$ cat config.mk
export PLATFORM = sky130hd
export DESIGN_NAME = axi4_lite_slv_reg_file
export DESIGN_NICKNAME = d
export VERILOG_FILES = /design/src/rtl/axi4_lite_slv_reg_file.sv
export SDC_FILE = /design/constraint.sdc
export NUM_CORES = 1
export LEC_CHECK = 0
export ABC_AREA = 1
export CAP_MARGIN = 30
export CELL_PAD_IN_SITES_DETAIL_PLACEMENT = 1
export CELL_PAD_IN_SITES_GLOBAL_PLACEMENT = 1
export CORE_MARGIN = 5
export CORE_UTILIZATION = 34
export CTS_CLUSTER_SIZE = 24
export DETAILED_ROUTE_END_ITERATION = 12
export GPL_TIMING_DRIVEN = 0
export PLACE_DENSITY_LB_ADDON = 0.25
export SYNTH_ARGS = -nofsm -noshare
export SYNTH_HDL_FRONTEND = slang
export SYNTH_SLANG_ARGS = --single-unit
$ cat constraint.sdc
create_clock -name clk -period 4.16 [get_ports clk]
set_input_delay 1.04 -clock clk [delete_from_list [all_inputs] [get_ports clk]]
set_output_delay 1.04 -clock clk [all_outputs]
set_load 0.005 [all_outputs]
$ cat src/rtl/axi4_lite_slv_reg_file.sv
// AXI4-Lite slave register bank: NUM_REGS read/write registers of DATA_BIT_WIDTH
// bits, with byte strobes, an OKAY/SLVERR address decode and a parallel copy of
// every register for fabric logic.
//
// Ports:
//   clk, sync_rst            clock (rising edge) and synchronous active-high reset
//   aw*/w*/b*                write address, write data and write response channels
//   ar*/r*                   read address and read data channels
//   awprot, arprot           accepted but ignored
//   regs_out                 reg i at [i*DATA_BIT_WIDTH +: DATA_BIT_WIDTH]
module axi4_lite_slv_reg_file #(
  parameter int unsigned ADDR_BIT_WIDTH = 32,
  parameter int unsigned DATA_BIT_WIDTH = 32,
  parameter int unsigned NUM_REGS       = 4
) (
  input  logic                               clk,
  input  logic                               sync_rst,
  input  logic [ADDR_BIT_WIDTH-1:0]          awaddr,
  input  logic [2:0]                         awprot,
  input  logic                               awvalid,
  output logic                               awready,
  input  logic [DATA_BIT_WIDTH-1:0]          wdata,
  input  logic [DATA_BIT_WIDTH/8-1:0]        wstrb,
  input  logic                               wvalid,
  output logic                               wready,
  output logic [1:0]                         bresp,
  output logic                               bvalid,
  input  logic                               bready,
  input  logic [ADDR_BIT_WIDTH-1:0]          araddr,
  input  logic [2:0]                         arprot,
  input  logic                               arvalid,
  output logic                               arready,
  output logic [DATA_BIT_WIDTH-1:0]          rdata,
  output logic [1:0]                         rresp,
  output logic                               rvalid,
  input  logic                               rready,
  output logic [NUM_REGS*DATA_BIT_WIDTH-1:0] regs_out
);

  localparam int unsigned STRB_W    = DATA_BIT_WIDTH / 8;
  localparam int unsigned ADDR_OFFS = $clog2(STRB_W);
  localparam int unsigned IDX_W     = $clog2(NUM_REGS);

  typedef enum logic [1:0] {
    RESP_OKAY   = 2'b00,
    RESP_SLVERR = 2'b10
  } resp_e;

  logic [DATA_BIT_WIDTH-1:0] regs_q [NUM_REGS];
  logic [DATA_BIT_WIDTH-1:0] regs_d [NUM_REGS];
  logic                      awready_q, awready_d;
  logic                      bvalid_q, bvalid_d;
  resp_e                     bresp_q, bresp_d;
  logic                      arready_q, arready_d;
  logic                      rvalid_q, rvalid_d;
  resp_e                     rresp_q, rresp_d;
  logic [DATA_BIT_WIDTH-1:0] rdata_q, rdata_d;

  logic             wr_in_range, rd_in_range;
  logic [IDX_W-1:0] wr_idx, rd_idx;

  logic unused_prot;
  assign unused_prot = ^{awprot, arprot};

  // Any set bit above the word index makes the access out of range.
  assign wr_in_range = (awaddr >> ADDR_OFFS) < ADDR_BIT_WIDTH'(NUM_REGS);
  assign rd_in_range = (araddr >> ADDR_OFFS) < ADDR_BIT_WIDTH'(NUM_REGS);
  assign wr_idx      = awaddr[ADDR_OFFS +: IDX_W];
  assign rd_idx      = araddr[ADDR_OFFS +: IDX_W];

  // Write path: awready/wready share one flop and pulse for a single cycle;
  // the edge that ends that cycle commits the data and raises bvalid.
  always_comb begin
    regs_d    = regs_q;
    bvalid_d  = bvalid_q;
    bresp_d   = bresp_q;
    awready_d = awvalid & wvalid & ~awready_q & ~bvalid_q;
    if (bvalid_q && bready) begin
      bvalid_d = 1'b0;
    end
    if (awready_q) begin
      bvalid_d = 1'b1;
      if (wr_in_range) begin
        bresp_d = RESP_OKAY;
        for (int unsigned k = 0; k < STRB_W; k++) begin
          if (wstrb[k]) begin
            regs_d[wr_idx][k*8 +: 8] = wdata[k*8 +: 8];
          end
        end
      end else begin
        bresp_d = RESP_SLVERR;
      end
    end
  end

  // Read path samples regs_q, so a read committing on the same edge as a
  // write to the same register returns the pre-write value.
  always_comb begin
    rvalid_d  = rvalid_q;
    rdata_d   = rdata_q;
    rresp_d   = rresp_q;
    arready_d = arvalid & ~arready_q & ~rvalid_q;
    if (rvalid_q && rready) begin
      rvalid_d = 1'b0;
    end
    if (arready_q) begin
      rvalid_d = 1'b1;
      if (rd_in_range) begin
        rdata_d = regs_q[rd_idx];
        rresp_d = RESP_OKAY;
      end else begin
        rdata_d = '0;
        rresp_d = RESP_SLVERR;
      end
    end
  end

  always_ff @(posedge clk) begin
    if (sync_rst) begin
      for (int unsigned i = 0; i < NUM_REGS; i++) begin
        regs_q[i] <= '0;
      end
      awready_q <= 1'b0;
      bvalid_q  <= 1'b0;
      bresp_q   <= RESP_OKAY;
      arready_q <= 1'b0;
      rvalid_q  <= 1'b0;
      rresp_q   <= RESP_OKAY;
      rdata_q   <= '0;
    end else begin
      regs_q    <= regs_d;
      awready_q <= awready_d;
      bvalid_q  <= bvalid_d;
      bresp_q   <= bresp_d;
      arready_q <= arready_d;
      rvalid_q  <= rvalid_d;
      rresp_q   <= rresp_d;
      rdata_q   <= rdata_d;
    end
  end

  always_comb begin
    regs_out = '0;
    for (int unsigned i = 0; i < NUM_REGS; i++) begin
      regs_out[i*DATA_BIT_WIDTH +: DATA_BIT_WIDTH] = regs_q[i];
    end
  end

  assign awready = awready_q;
  assign wready  = awready_q;
  assign bvalid  = bvalid_q;
  assign bresp   = bresp_q;
  assign arready = arready_q;
  assign rvalid  = rvalid_q;
  assign rresp   = rresp_q;
  assign rdata   = rdata_q;

endmodule

==> run_results.csv <==
group,metric,value,unit
run_status,status,"finished, final reports clean",
setup_path,required,4460,ps
setup_path,startpoint,"araddr[2]",
finish,area_delta_synth_final,41.35,%
pwr,p_clk_share,45.2,%
pwr,p_leak,5.298,nW
cts,clockRootBuffer,"clkbuf_16",
timing,rsz0062_at_grt,"false",
routing,via_per_inst,4.991,
finish,multi_input_area,3928,sq um
yosys,syn_inst,1406,
global_route,globalRouteMet2Util,42.90,%
yosys,syn_avg_cell_area,6.291,sq um
global_route,antenna_found_initial,0,
cts,ctsHoldBuffers,0,
global_route,grt_use_met3,5.493,%
place,pre_cts_ws,749.1,ps
die,fp.dieW,171.3,um
finish,drive_gt1_share,4.052,%
pwr,p_per_area,287.9,nW/um^2
yosys,async_reset_ff_share,0,%
global_route,grt_pass1_wl,57150,um
timing,worst_slew_pin_slew,939.9,ps
setup_path,r2r-start,"arready",
timing,fin_tns_setup,0,ps
finish,regArea,3323,sq um
timing,slew_headroom,37.11,%
timing,hold_viol,0,
setup_path,r2r_cells,7,
yosys,synth_edf_count,0,
setup_path,cp_max_fo,10,
timing,fin_crit,2971,ps
yosys,synth_most_common_cell,"nand2_1",
cts,cts_setup_buffers,0,
timing,slew_viol_final,0,
yosys,synth_warnings,0,
pwr,p_int,2.642,mW
pwr,finalPower,3.599,mW
routing,routedWlPerCell,18.40,um
pwr,p_comb_share,10.5,%
yosys,synth-seq-cells,166,
setup_path,arrival,3270,ps
routing,drt_iter0_drc,674,
pwr,peakVddDrop,0.2558,mV
routing,drt.antenna.violating_nets,0,
die,start_util,34.23,%
timing,finalClockSkew,9.669,ps
cts,ctsResizeCount,0,
yosys,synth_area,8845,sq um
yosys,synth_area_leaders,"dfxtp_1, nand2_1, inv_1",
pwr,seqPwrFrac,44.3,%
place,place_congestion,0.8624,
cts,clock_latency,440,ps
pwr,switching_share,26.59,%
cts,numCtsBuffers,17,
cts,h-tree-depth,4,
worst_hold_path,hold_start,"bvalid",
setup_path,path_class,"input port to flop",
routing,vias,10170,
yosys,ys_top_cells_by_count,"nand2_1, inv_1, dfxtp_1, nor2_1, nand4_1",
global_route,top_usage_layer,"met2",
timing,fmax,0.3366,GHz
setup_path,startpoint_type,"input port",
yosys,yosysUniqueCellTypes,22,
die,row_count,59,
yosys,yosys.area.top_type_share,37.57,%
cts,cts_tree,"yes",
cts,cts.sinks,166,
global_route,grt-ovfl-total,0,
setup_path,reg2reg_slack,1980,ps
finish,fill_cells,3400,
timing,setup_viol,0,
timing,min_period_over_period,71.41,%
cts,cts_buffer_depth,2,
yosys,synth_flop_cell,"dfxtp_1",
die,die_h,171.3,um
setup_path,cp-endpoint,"rdata[5]",
flow_run,drv_cap,0,
routing,routed_wirelength,37500,um
die,core_area,25840,sq um
timing,setup_slack,1189,ps
global_route,grt_pass1_vias,10390,
global_route,met1_usage,31.14,%
worst_hold_path,hold_path.class,"flop to flop",
place,port_buffers,263,
global_route,grt_max_degree,17,
cts,clk_pin_slew,70,ps
routing,drc_errors,0,
yosys,synth_area_leader_cell,"dfxtp_1",
pwr,switchingPower,0.9572,mW
place,hpwl,28630,um
finish,final_nets,1803,
setup_path,end_kind,"flop",
routing,dr.pass1.iters,5,
finish,antenna_cells,0,
setup_path,reg2reg_to,"rdata[19]",
die,pin_count,282,
global_route,grtUsageTotal,25.08,%
die,dieArea,29340,sq um
yosys,yosysSeqAreaShare,37.57,%
[critical path, stage by stage]
cell	delay (ps)
clkdlybuf4s50_1	510
clkbuf_1	450
clkbuf_1	610
a21oi_1	140
o21ai_0	190
nand2_1	140
nand3_1	110
a21oi_1	60
[flip-flops by register name, indices dropped and copies added (netlist names)]
signal    flops
awready       1
regs_out    128
arready       1
bvalid        1
rvalid        1
rresp         1
rdata        32
bresp         1
[worst min path at each step]
stage	endpoint	slack, ps	cells past startpoint
finish	awready	440	1
floorplan	awready	440	1
global placement	arready	430	1
detailed placement	awready	430	1
global route	awready	460	1
CTS	awready	450	1
[cell usage in the layout, fill, tap and decap left out]
cell and count:
nand2_1 332, inv_1 293, clkdlybuf4s50_1 263, dfxtp_1 166, nor2_1 162, nand4_1 130, a21oi_1 99, o21ai_0 66
clkbuf_1 59, nand3_1 42, clkbuf_16 17, buf_1 13, buf_6 13, nand3_4 9, buf_4 5, nor3_1 4
buf_2 4, inv_2 3, clkinv_4 3, clkinvlp_4 3, nor2_2 2, clkinv_1 2, conb_1 2, bufinv_16 2
inv_6 2, clkinv_2 2, or2_1 1, nor2_8 1, buf_12 1, clkbuf_8 1, inv_8 1
[stage by stage]
stage                     hold WS (ps)  cell area [sq um]  cells  util, %
after detailed placement         432.9              11910   2006    46.10
after global placement           431.7              11900   2005    46.06
final                            444.4              12500   2038    48.39
after floorplan                  435.1               8848   1407        -
after global routing             455.7              12500   2038    48.39
after CTS                        448.3              12500   2038    48.39
[power groups by stage]
stage,logic [mW],registers [mW],clock network (mW)
final,0.379,1.59,1.63
after global routing,0.411,1.59,1.71
after CTS,0.377,1.59,1.65
after detailed placement,0.375,1.63,0
after global placement,0.367,1.63,0
after floorplan,0.175,1.63,0
[layout make-up]
type | instances | share of cell area (%)
clock inverters | 13 | 1.181
well taps | 335 | 3.353
repair buffers | 264 | 21.15
inverters | 298 | 8.947
clock buffers | 19 | 3.543
multi-input cells | 850 | 31.42
flip-flops and latches | 166 | 26.58
plain buffers | 93 | 3.833
[kinds of logic after synthesis]
| group | Yosys count | share of synthesized area, % |
|---|---|---|
| and+or+nand+nor | 683 | 34.98 |
| buffers and inverters | 391 | 18.06 |
| DFF | 166 | 37.57 |
| AOI/OAI and AO/OA | 165 | 9.337 |
| other | 1 | 0.04240 |
[per-layer routing]
| metal | routed length, um | vias up |
|---|---|---|
| li1 | - | 4916 |
| met4 | 1239 | 0 |
| met5 | 0 | - |
| met2 | 17680 | 342 |
| met3 | 2601 | 66 |
| met1 | 15980 | 4848 |
Power figures use the tool's default switching activity.
